**src/rtl/mem_data_ctrl_pkg.sv**
```systemverilog
// Shared constants for the data-side memory controller: access widths,
// FSM states and the IO window decode.
package mem_data_ctrl_pkg;

  localparam int ADDRESS_WIDTH = 32;
  localparam int ID_WIDTH      = 32;

  localparam logic [2:0] WIDTH_B = 3'b001;
  localparam logic [2:0] WIDTH_H = 3'b010;
  localparam logic [2:0] WIDTH_W = 3'b100;

  // Addresses whose [17:16] bits are 2'b11 target the IO write buffer.
  localparam int         IO_SEL_HI  = 17;
  localparam int         IO_SEL_LO  = 16;
  localparam logic [1:0] IO_SEL_VAL = 2'b11;

  typedef enum logic [1:0] {
    S_IDLE  = 2'd0,
    S_STORE = 2'd1,
    S_LOAD  = 2'd2
  } state_e;

  // Index of the final byte of an access (n-1); anything not byte/half is a word.
  function automatic logic [1:0] last_idx(input logic [2:0] width);
    case (width)
      WIDTH_B: last_idx = 2'd0;
      WIDTH_H: last_idx = 2'd1;
      default: last_idx = 2'd3;
    endcase
  endfunction

endpackage

```
**src/rtl/mem_data_ctrl_slot.sv**
```systemverilog
// Pending-request slot: captures a request pulse and holds it until the
// controller starts it. Outputs bypass the register so a request can start
// in the same cycle it arrives.
module mem_req_slot #(
  parameter int PAYLOAD_W = 8
) (
  input  logic                 clk_in,
  input  logic                 rst_n_in,
  input  logic                 rdy_in,
  input  logic                 cap_i,
  input  logic [PAYLOAD_W-1:0] payload_i,
  input  logic                 start_i,
  input  logic                 flush_i,
  output logic                 valid_o,
  output logic [PAYLOAD_W-1:0] payload_o
);

  logic                 valid_q, valid_d;
  logic [PAYLOAD_W-1:0] payload_q, payload_d;

  // Flush beats start beats capture: a pulse coinciding with a flush is dropped.
  always_comb begin
    valid_d   = valid_q;
    payload_d = payload_q;
    if (flush_i) begin
      valid_d = 1'b0;
    end else if (start_i) begin
      valid_d = 1'b0;
    end else if (cap_i) begin
      valid_d   = 1'b1;
      payload_d = payload_i;
    end
  end

  always_ff @(posedge clk_in or negedge rst_n_in) begin
    if (!rst_n_in) begin
      valid_q   <= 1'b0;
      payload_q <= '0;
    end else if (rdy_in) begin
      valid_q   <= valid_d;
      payload_q <= payload_d;
    end
  end

  assign valid_o   = !flush_i && (valid_q || cap_i);
  assign payload_o = valid_q ? payload_q : payload_i;

endmodule

```
**src/rtl/mem_data_ctrl.sv**
```systemverilog
// Data-side memory controller: serialises ROB stores and load-buffer loads
// onto the byte-wide RAM port and returns one-cycle completion pulses.
//
// state   | meaning
// S_IDLE  | no access in flight; starts a pending store, else a pending load
// S_STORE | writing bytes; last_q set once the final byte is on the bus
// S_LOAD  | issuing addresses and collecting read bytes one cycle later
module mem_data_ctrl
  import mem_data_ctrl_pkg::*;
#(
  parameter int ADDR_W = ADDRESS_WIDTH,
  parameter int DATA_W = ID_WIDTH
) (
  input  logic              clk_in,
  input  logic              rst_n_in,
  input  logic              rdy_in,
  input  logic              rob_datactrl_en_in,
  input  logic [ADDR_W-1:0] rob_datactrl_addr_in,
  input  logic [2:0]        rob_datactrl_width_in,
  input  logic [DATA_W-1:0] rob_datactrl_data_in,
  output logic              datactrl_rob_en_out,
  input  logic              lbuffer_datactrl_en_in,
  input  logic [ADDR_W-1:0] lbuffer_datactrl_addr_in,
  input  logic [2:0]        lbuffer_datactrl_width_in,
  input  logic              lbuffer_datactrl_signed_in,
  output logic              datactrl_lbuffer_en_out,
  output logic [DATA_W-1:0] datactrl_lbuffer_data_out,
  input  logic              rob_rst_in,
  input  logic              io_buffer_full_in,
  output logic [ADDR_W-1:0] mem_a_out,
  output logic [7:0]        mem_dout_out,
  output logic              mem_wr_out,
  input  logic [7:0]        mem_din_in
);

  localparam int ST_PL_W = ADDR_W + 3 + DATA_W;
  localparam int LD_PL_W = ADDR_W + 3 + 1;

  logic               st_valid, ld_valid;
  logic [ST_PL_W-1:0] st_pl;
  logic [LD_PL_W-1:0] ld_pl;
  logic               st_start, ld_start;

  logic [ADDR_W-1:0]  st_pl_addr, ld_pl_addr;
  logic [2:0]         st_pl_width, ld_pl_width;
  logic [DATA_W-1:0]  st_pl_data;
  logic               ld_pl_signed;

  state_e             state_q;
  logic [1:0]         cnt_q;
  logic               last_q;
  logic               av_q, dv_q;
  logic [1:0]         cap_q;
  logic [ADDR_W-1:0]  act_addr_q;
  logic [2:0]         act_width_q;
  logic [DATA_W-1:0]  act_data_q;
  logic               act_signed_q;
  logic [DATA_W-1:0]  buf_q;
  logic [ADDR_W-1:0]  a_q;
  logic [7:0]         dout_q;
  logic               wr_q;
  logic               st_done_q, ld_done_q;
  logic [DATA_W-1:0]  ld_data_q;

  mem_req_slot #(.PAYLOAD_W(ST_PL_W)) u_st_slot (
    .clk_in    (clk_in),
    .rst_n_in  (rst_n_in),
    .rdy_in    (rdy_in),
    .cap_i     (rob_datactrl_en_in),
    .payload_i ({rob_datactrl_addr_in, rob_datactrl_width_in, rob_datactrl_data_in}),
    .start_i   (st_start),
    .flush_i   (1'b0),
    .valid_o   (st_valid),
    .payload_o (st_pl)
  );

  mem_req_slot #(.PAYLOAD_W(LD_PL_W)) u_ld_slot (
    .clk_in    (clk_in),
    .rst_n_in  (rst_n_in),
    .rdy_in    (rdy_in),
    .cap_i     (lbuffer_datactrl_en_in),
    .payload_i ({lbuffer_datactrl_addr_in, lbuffer_datactrl_width_in, lbuffer_datactrl_signed_in}),
    .start_i   (ld_start),
    .flush_i   (rob_rst_in),
    .valid_o   (ld_valid),
    .payload_o (ld_pl)
  );

  assign {st_pl_addr, st_pl_width, st_pl_data}   = st_pl;
  assign {ld_pl_addr, ld_pl_width, ld_pl_signed} = ld_pl;

  // Committed stores are older than any load, so they always win in IDLE.
  assign st_start = (state_q == S_IDLE) && st_valid;
  assign ld_start = (state_q == S_IDLE) && !st_valid && ld_valid;

  // Store byte issue, shared between the IDLE start edge and the STORE state.
  logic [ADDR_W-1:0] sx_addr;
  logic [DATA_W-1:0] sx_data;
  logic [2:0]        sx_width;
  logic [1:0]        sx_k;
  logic              sx_en, sx_stall, sx_last;
  logic [7:0]        sx_byte;

  always_comb begin
    sx_addr  = act_addr_q;
    sx_data  = act_data_q;
    sx_width = act_width_q;
    sx_k     = cnt_q;
    if (st_start) begin
      sx_addr  = st_pl_addr;
      sx_data  = st_pl_data;
      sx_width = st_pl_width;
      sx_k     = 2'd0;
    end
  end

  assign sx_en    = st_start || ((state_q == S_STORE) && !last_q);
  assign sx_stall = io_buffer_full_in && (sx_addr[IO_SEL_HI:IO_SEL_LO] == IO_SEL_VAL);
  assign sx_last  = (sx_k == last_idx(sx_width));
  assign sx_byte  = sx_data[{sx_k, 3'b000} +: 8];

  // Load result: collected bytes plus the one arriving on mem_din_in now.
  logic [DATA_W-1:0] ld_raw, ld_ext;

  always_comb begin
    ld_raw = buf_q;
    ld_raw[{cap_q, 3'b000} +: 8] = mem_din_in;
  end

  always_comb begin
    case (act_width_q)
      WIDTH_B: ld_ext = {{(DATA_W-8){act_signed_q & ld_raw[7]}}, ld_raw[7:0]};
      WIDTH_H: ld_ext = {{(DATA_W-16){act_signed_q & ld_raw[15]}}, ld_raw[15:0]};
      default: ld_ext = ld_raw;
    endcase
  end

  always_ff @(posedge clk_in or negedge rst_n_in) begin
    if (!rst_n_in) begin
      state_q      <= S_IDLE;
      cnt_q        <= 2'd0;
      last_q       <= 1'b0;
      av_q         <= 1'b0;
      dv_q         <= 1'b0;
      cap_q        <= 2'd0;
      act_addr_q   <= '0;
      act_width_q  <= 3'b000;
      act_data_q   <= '0;
      act_signed_q <= 1'b0;
      buf_q        <= '0;
      a_q          <= '0;
      dout_q       <= 8'h00;
      wr_q         <= 1'b0;
      st_done_q    <= 1'b0;
      ld_done_q    <= 1'b0;
      ld_data_q    <= '0;
    end else if (rdy_in) begin
      st_done_q <= 1'b0;
      ld_done_q <= 1'b0;
      case (state_q)
        S_IDLE: begin
          wr_q <= 1'b0;
          if (st_start) begin
            state_q     <= S_STORE;
            act_addr_q  <= st_pl_addr;
            act_width_q <= st_pl_width;
            act_data_q  <= st_pl_data;
          end else if (ld_start) begin
            state_q      <= S_LOAD;
            act_addr_q   <= ld_pl_addr;
            act_width_q  <= ld_pl_width;
            act_signed_q <= ld_pl_signed;
            a_q          <= ld_pl_addr;
            if (last_idx(ld_pl_width) == 2'd0) begin
              last_q <= 1'b1;
              cnt_q  <= 2'd0;
            end else begin
              last_q <= 1'b0;
              cnt_q  <= 2'd1;
            end
            av_q  <= 1'b1;
            dv_q  <= 1'b0;
            cap_q <= 2'd0;
            buf_q <= '0;
          end
        end
        S_STORE: begin
          if (last_q) begin
            st_done_q <= 1'b1;
            wr_q      <= 1'b0;
            last_q    <= 1'b0;
            cnt_q     <= 2'd0;
            state_q   <= S_IDLE;
          end
        end
        S_LOAD: begin
          if (rob_rst_in) begin
            state_q <= S_IDLE;
            last_q  <= 1'b0;
            cnt_q   <= 2'd0;
            av_q    <= 1'b0;
            dv_q    <= 1'b0;
            cap_q   <= 2'd0;
          end else begin
            // av_q: address on the bus now; dv_q: its read byte is on mem_din_in.
            av_q <= !last_q;
            dv_q <= av_q;
            if (!last_q) begin
              a_q <= act_addr_q + ADDR_W'(cnt_q);
              if (cnt_q == last_idx(act_width_q)) begin
                last_q <= 1'b1;
              end else begin
                cnt_q <= cnt_q + 2'd1;
              end
            end
            if (dv_q) begin
              buf_q <= ld_raw;
              if (cap_q == last_idx(act_width_q)) begin
                ld_data_q <= ld_ext;
                ld_done_q <= 1'b1;
                state_q   <= S_IDLE;
                last_q    <= 1'b0;
                cnt_q     <= 2'd0;
                av_q      <= 1'b0;
                dv_q      <= 1'b0;
                cap_q     <= 2'd0;
              end else begin
                cap_q <= cap_q + 2'd1;
              end
            end
          end
        end
        default: state_q <= S_IDLE;
      endcase

      if (sx_en) begin
        if (sx_stall) begin
          wr_q  <= 1'b0;
          cnt_q <= sx_k;
        end else begin
          a_q    <= sx_addr + ADDR_W'(sx_k);
          dout_q <= sx_byte;
          wr_q   <= 1'b1;
          if (sx_last) begin
            last_q <= 1'b1;
          end else begin
            cnt_q <= sx_k + 2'd1;
          end
        end
      end
    end
  end

  assign mem_a_out                 = a_q;
  assign mem_dout_out              = dout_q;
  assign mem_wr_out                = wr_q & rdy_in;
  assign datactrl_rob_en_out       = st_done_q;
  assign datactrl_lbuffer_en_out   = ld_done_q;
  assign datactrl_lbuffer_data_out = ld_data_q;

endmodule
```
**config.mk**
```make
export PLATFORM = sky130hd
export DESIGN_NAME = mem_data_ctrl
export DESIGN_NICKNAME = d
export VERILOG_FILES = /design/src/rtl/mem_data_ctrl_pkg.sv /design/src/rtl/mem_data_ctrl_slot.sv /design/src/rtl/mem_data_ctrl.sv
export SDC_FILE = /design/constraint.sdc
export NUM_CORES = 1
export LEC_CHECK = 0
export BUFFER_PORTS_ARGS = -buffer_cell sky130_fd_sc_hd__buf_2
export CAP_MARGIN = 20
export CORE_UTILIZATION = 59
export CTS_CLUSTER_DIAMETER = 120
export DETAILED_ROUTE_END_ITERATION = 12
export PLACE_DENSITY = 0.84
export SLEW_MARGIN = 20
export SYNTH_ARGS = -nofsm -noshare
export SYNTH_HDL_FRONTEND = slang
export SYNTH_SLANG_ARGS = --single-unit
```
**constraint.sdc**
```tcl
create_clock -name clk_in -period 5 [get_ports clk_in]
set_input_delay 1 -clock clk_in [delete_from_list [all_inputs] [get_ports clk_in]]
set_output_delay 1 -clock clk_in [all_outputs]
set_load 0.01 [all_outputs]
```
==> results by group <==
Die
  – Die H: 168 um
  – Site row count: 60
  – Die area: 28,300 um2
  – Die width: approximately 170 um
  – I/O Pins: 193
  – Initial core utilization: 0.602
  – Core area: 27,000 um2

Critical path
  – Crit path DAT: between 4000 and 5000 ps
  – Critical Path, Cell by Cell: buf_2, or2_2, nand2_1, nand2_1, inv_1, ha_1, inv_1, fa_1, a21o_4, nor3_4, nand4_2, or3_1, a31oi_1
  – CP max stage cell: or2_2
  – WS Path Type: input port to register
  – Worst setup SP type: input port
  – Critical Path RT: 5500 ps
  – CP max FO: 20
  – Element type at the critical path end: register
  – Max incr delay on CP: 500 ps

Clocking
  – Cts hold-fix bufs: 0
  – Clk_lat worst skew: 590 ps
  – CTS clk-pin slew, worst paths: ~60 ps
  – CTS Buf Count: 31
  – PostCTS Resize Cnt: 0
  – CTS tree: done
  – CTS Sinks: about 290
  – Max clock buf depth: 3
  – CTS HTree Levels: 1
  – Postcts setup bufs: 0
  – Root buffer cell: clkbuf_16

Cells and area
  – Area delta synth->final: 13.6%
  – Share of layout cells above drive strength 1: 0.237
  – # fillers: 2,099
  – Nets: 1,964
  – Final Util: 0.684

Routing
  – Residual DRC: 0
  – Final WL: 49.5 mm
  – First-pass DRT Iterations: 9
  – Routed Antenna Nets: 0
  – Iter 0 DRT Violations: 2,161
  – DR vias: 14,400
  – Via density: 6.53
  – Avg WL per Cell: 22.5 um

STA
  – Max_slew headroom: 0.293
  – Final Hold Viols: 0
  – Peak Freq: ~270 MHz
  – Hold Slack: 456 ps
  – RSZ-0062 raised after global routing: false
  – Period utilisation layout: 0.728
  – Final Max Tran Viols: 0
  – Crit path time final: 3640 ps
  – Fin Setup TNS: 0 ps
  – Final setup viols: 0
  – Final Skew: 17.1 ps
  – Worst setup margin: 1360 ps
  – Slew @ Worst Pin: 1060 ps

Power
  – Reg power frac: 0.368
  – Max VDD drop: ~0.35 mV
  – Net Sw Power: 4.57 mW
  – Combinational fraction of design power: 0.425
  – Sw frac: 0.420
  – Internal power: 6.32 mW
  – Power per cell area: between 500 and 600 nW/um2
  – Clk network pwr share: 0.207
  – P_leak: between 8 and 9 nW

Yosys
  – Syn Inst Count: 1,700
  – Syn avg cell area: 9.58 um2
  – Yosys reg bits: 289
  – Count leader, synth: dfrtp_1
  – Synth area leader: dfrtp_1
  – Post-Syn Area: approximately 16,000 um2
  – Seq/Total Area, Yosys: 0.444
  – Synth warn: 0
  – Post-synth EDFFs: 0
  – Yosys top cell area share: 0.444
  – Ys async rst share: 1.00
  – Synth Flop Type: dfrtp_1
  – Post-synth net total: 1,829
  – Most common library cells after synthesis: 289 x dfrtp_1, 221 x nand2_1, 183 x o21ai_0, 133 x mux2_2, 100 x nor2_1
  – Post-synthesis cell type count: 79
  – Top cells by area, synth: dfrtp_1 44%, mux2_2 9.2%, o21ai_0 5.6%

Global route
  – Antenna violations before repair: 1
  – First-pass GRT wire length: between 70 and 80 mm
  – Global Route Usage Sum: 0.349
  – Vias in the first global route: 13,600
  – Largest net degree at the start of global routing: 102
  – GR Overflow Total: 0

Placement
  – Place WS: approximately 840 ps
  – PortBufs: about 190
  – Routability cong.: 0.962
  – Final HPWL from detailed placement: 34.7 mm

Worst hold path
  – Worst hold path type: input port to async pin

Outcome
  – Outcome: complete, no violations

Job
  – Max-Cap Viols: 0
==> logic make-up (layout without fill, tap and decap cells) <==
logic type,count (synthesis),after routing,synth area share
AND/OR/NAND/NOR,505,505,0.147
AO/OA/AOI/OAI,465,465,0.176
flip-flops,289,289,0.444
multiplexers,226,226,0.155
buffers and inverters,144,301,0.0357
XOR/XNOR,60,60,0.0323
adder cells (fa/ha/maj),11,11,0.00938
other,0,2,0
==> cell type report <==
cell class                      count  area (um2)  share of cell area
Antenna cell                        2        5.00            0.000271
Clock buffer                       42         907              0.0490
Clock inverter                     13        86.3             0.00467
Inverter                           23        86.3             0.00467
Multi-Input combinational cell   1267        8520               0.461
Sequential cell                   289        7240               0.391
Tap cell                          341         427              0.0231
Timing Repair Buffer              223        1230              0.0664
==> critical path, delay by kind of cell <==
kind	cells	cell delay (ps)
buffers and inverters	3	320
adder cells (fa/ha/maj)	2	640
AO/OA/AOI/OAI	2	420
AND/OR/NAND/NOR	6	1730
==> metrics by stage <==
step | cells | total power [mW] | cell area [um2]
after detailed placement | 2143 | 8.47 | 17500
after floorplan | 1700 | 6.96 | 16300
final | 2200 | 10.9 | 18500
after global routing | 2198 | 11.4 | 18500
after CTS | 2198 | 10.7 | 18500
after global placement | 2143 | 8.29 | 17500
==> sequential cells by signal, indices dropped and copies added (netlist names), 3 cells and up <==
name / flops
u_st_slot.payload_q: 67
u_ld_slot.payload_q: 36
act_addr_q: 32
act_data_q: 32
buf_q: 32
datactrl_lbuffer_data_out: 32
mem_a_out: 32
mem_dout_out: 8
act_width_q: 3
==> placed cells by master, fill, tap and decap left out, types with 5 or more instances in the layout <==
cell type	instances
a211oi_1	17
a21boi_0	8
a21o_1	14
a21oi_1	99
a221o_1	6
a221oi_1	7
a22o_1	13
a22oi_1	14
a31oi_1	25
and2_1	11
and3_1	7
buf_2	191
buf_4	29
clkbuf_16	31
clkbuf_8	9
clkinv_2	11
dfrtp_1	288
ha_1	9
inv_1	22
mux2_2	133
mux2i_1	85
mux4_2	8
nand2_1	221
nand2b_1	5
nand3_1	39
nand3b_1	7
nand4_1	14
nor2_1	99
nor2b_1	39
nor3_1	18
nor4_1	8
o211ai_1	11
o21a_1	15
o21ai_0	183
o221ai_1	7
o22ai_1	5
or3_1	5
xnor2_1	37
xor2_1	23
==> routing by layer <==
metal / up-vias / GRT usage / share of wire
met1: 6893 / 0.522 / 0.42
met3: 149 / 0.0689 / 0.12
li1: 6397 / - / -
met4: 2 / 0.115 / 0.035
met5: - / 0.0157 / 0.00069
met2: 934 / 0.508 / 0.42
==> worst paths after layout <==
path / slack, ps / to / startpoint / cells after the start
worst max-delay path: 1360 / mem_a_out[30] / rob_datactrl_en_in / 13
worst min-delay path: 460 / datactrl_lbuffer_data_out[30] / rst_n_in / 1
worst max register to register: 1360 / mem_a_out[25] / u_st_slot.valid_q / 11
worst min register to register: 480 / buf_q[13] / buf_q[13] / 2
max in group asynchronous: 3420 / u_ld_slot.payload_q[35] / rst_n_in / 2
min in group clk_in: 480 / buf_q[13] / buf_q[13] / 2
==> power by group through the flow <==
stage | combinational, mW | sequential (mW) | clock, mW
global placement | 4.35 | 3.95 | 0
floorplan | 3.27 | 3.69 | 0
global route | 4.97 | 4.09 | 2.37
detailed placement | 4.47 | 4.00 | 0
CTS | 4.50 | 3.97 | 2.27
finish | 4.63 | 4.00 | 2.25
(Power assumes the default switching activity.)
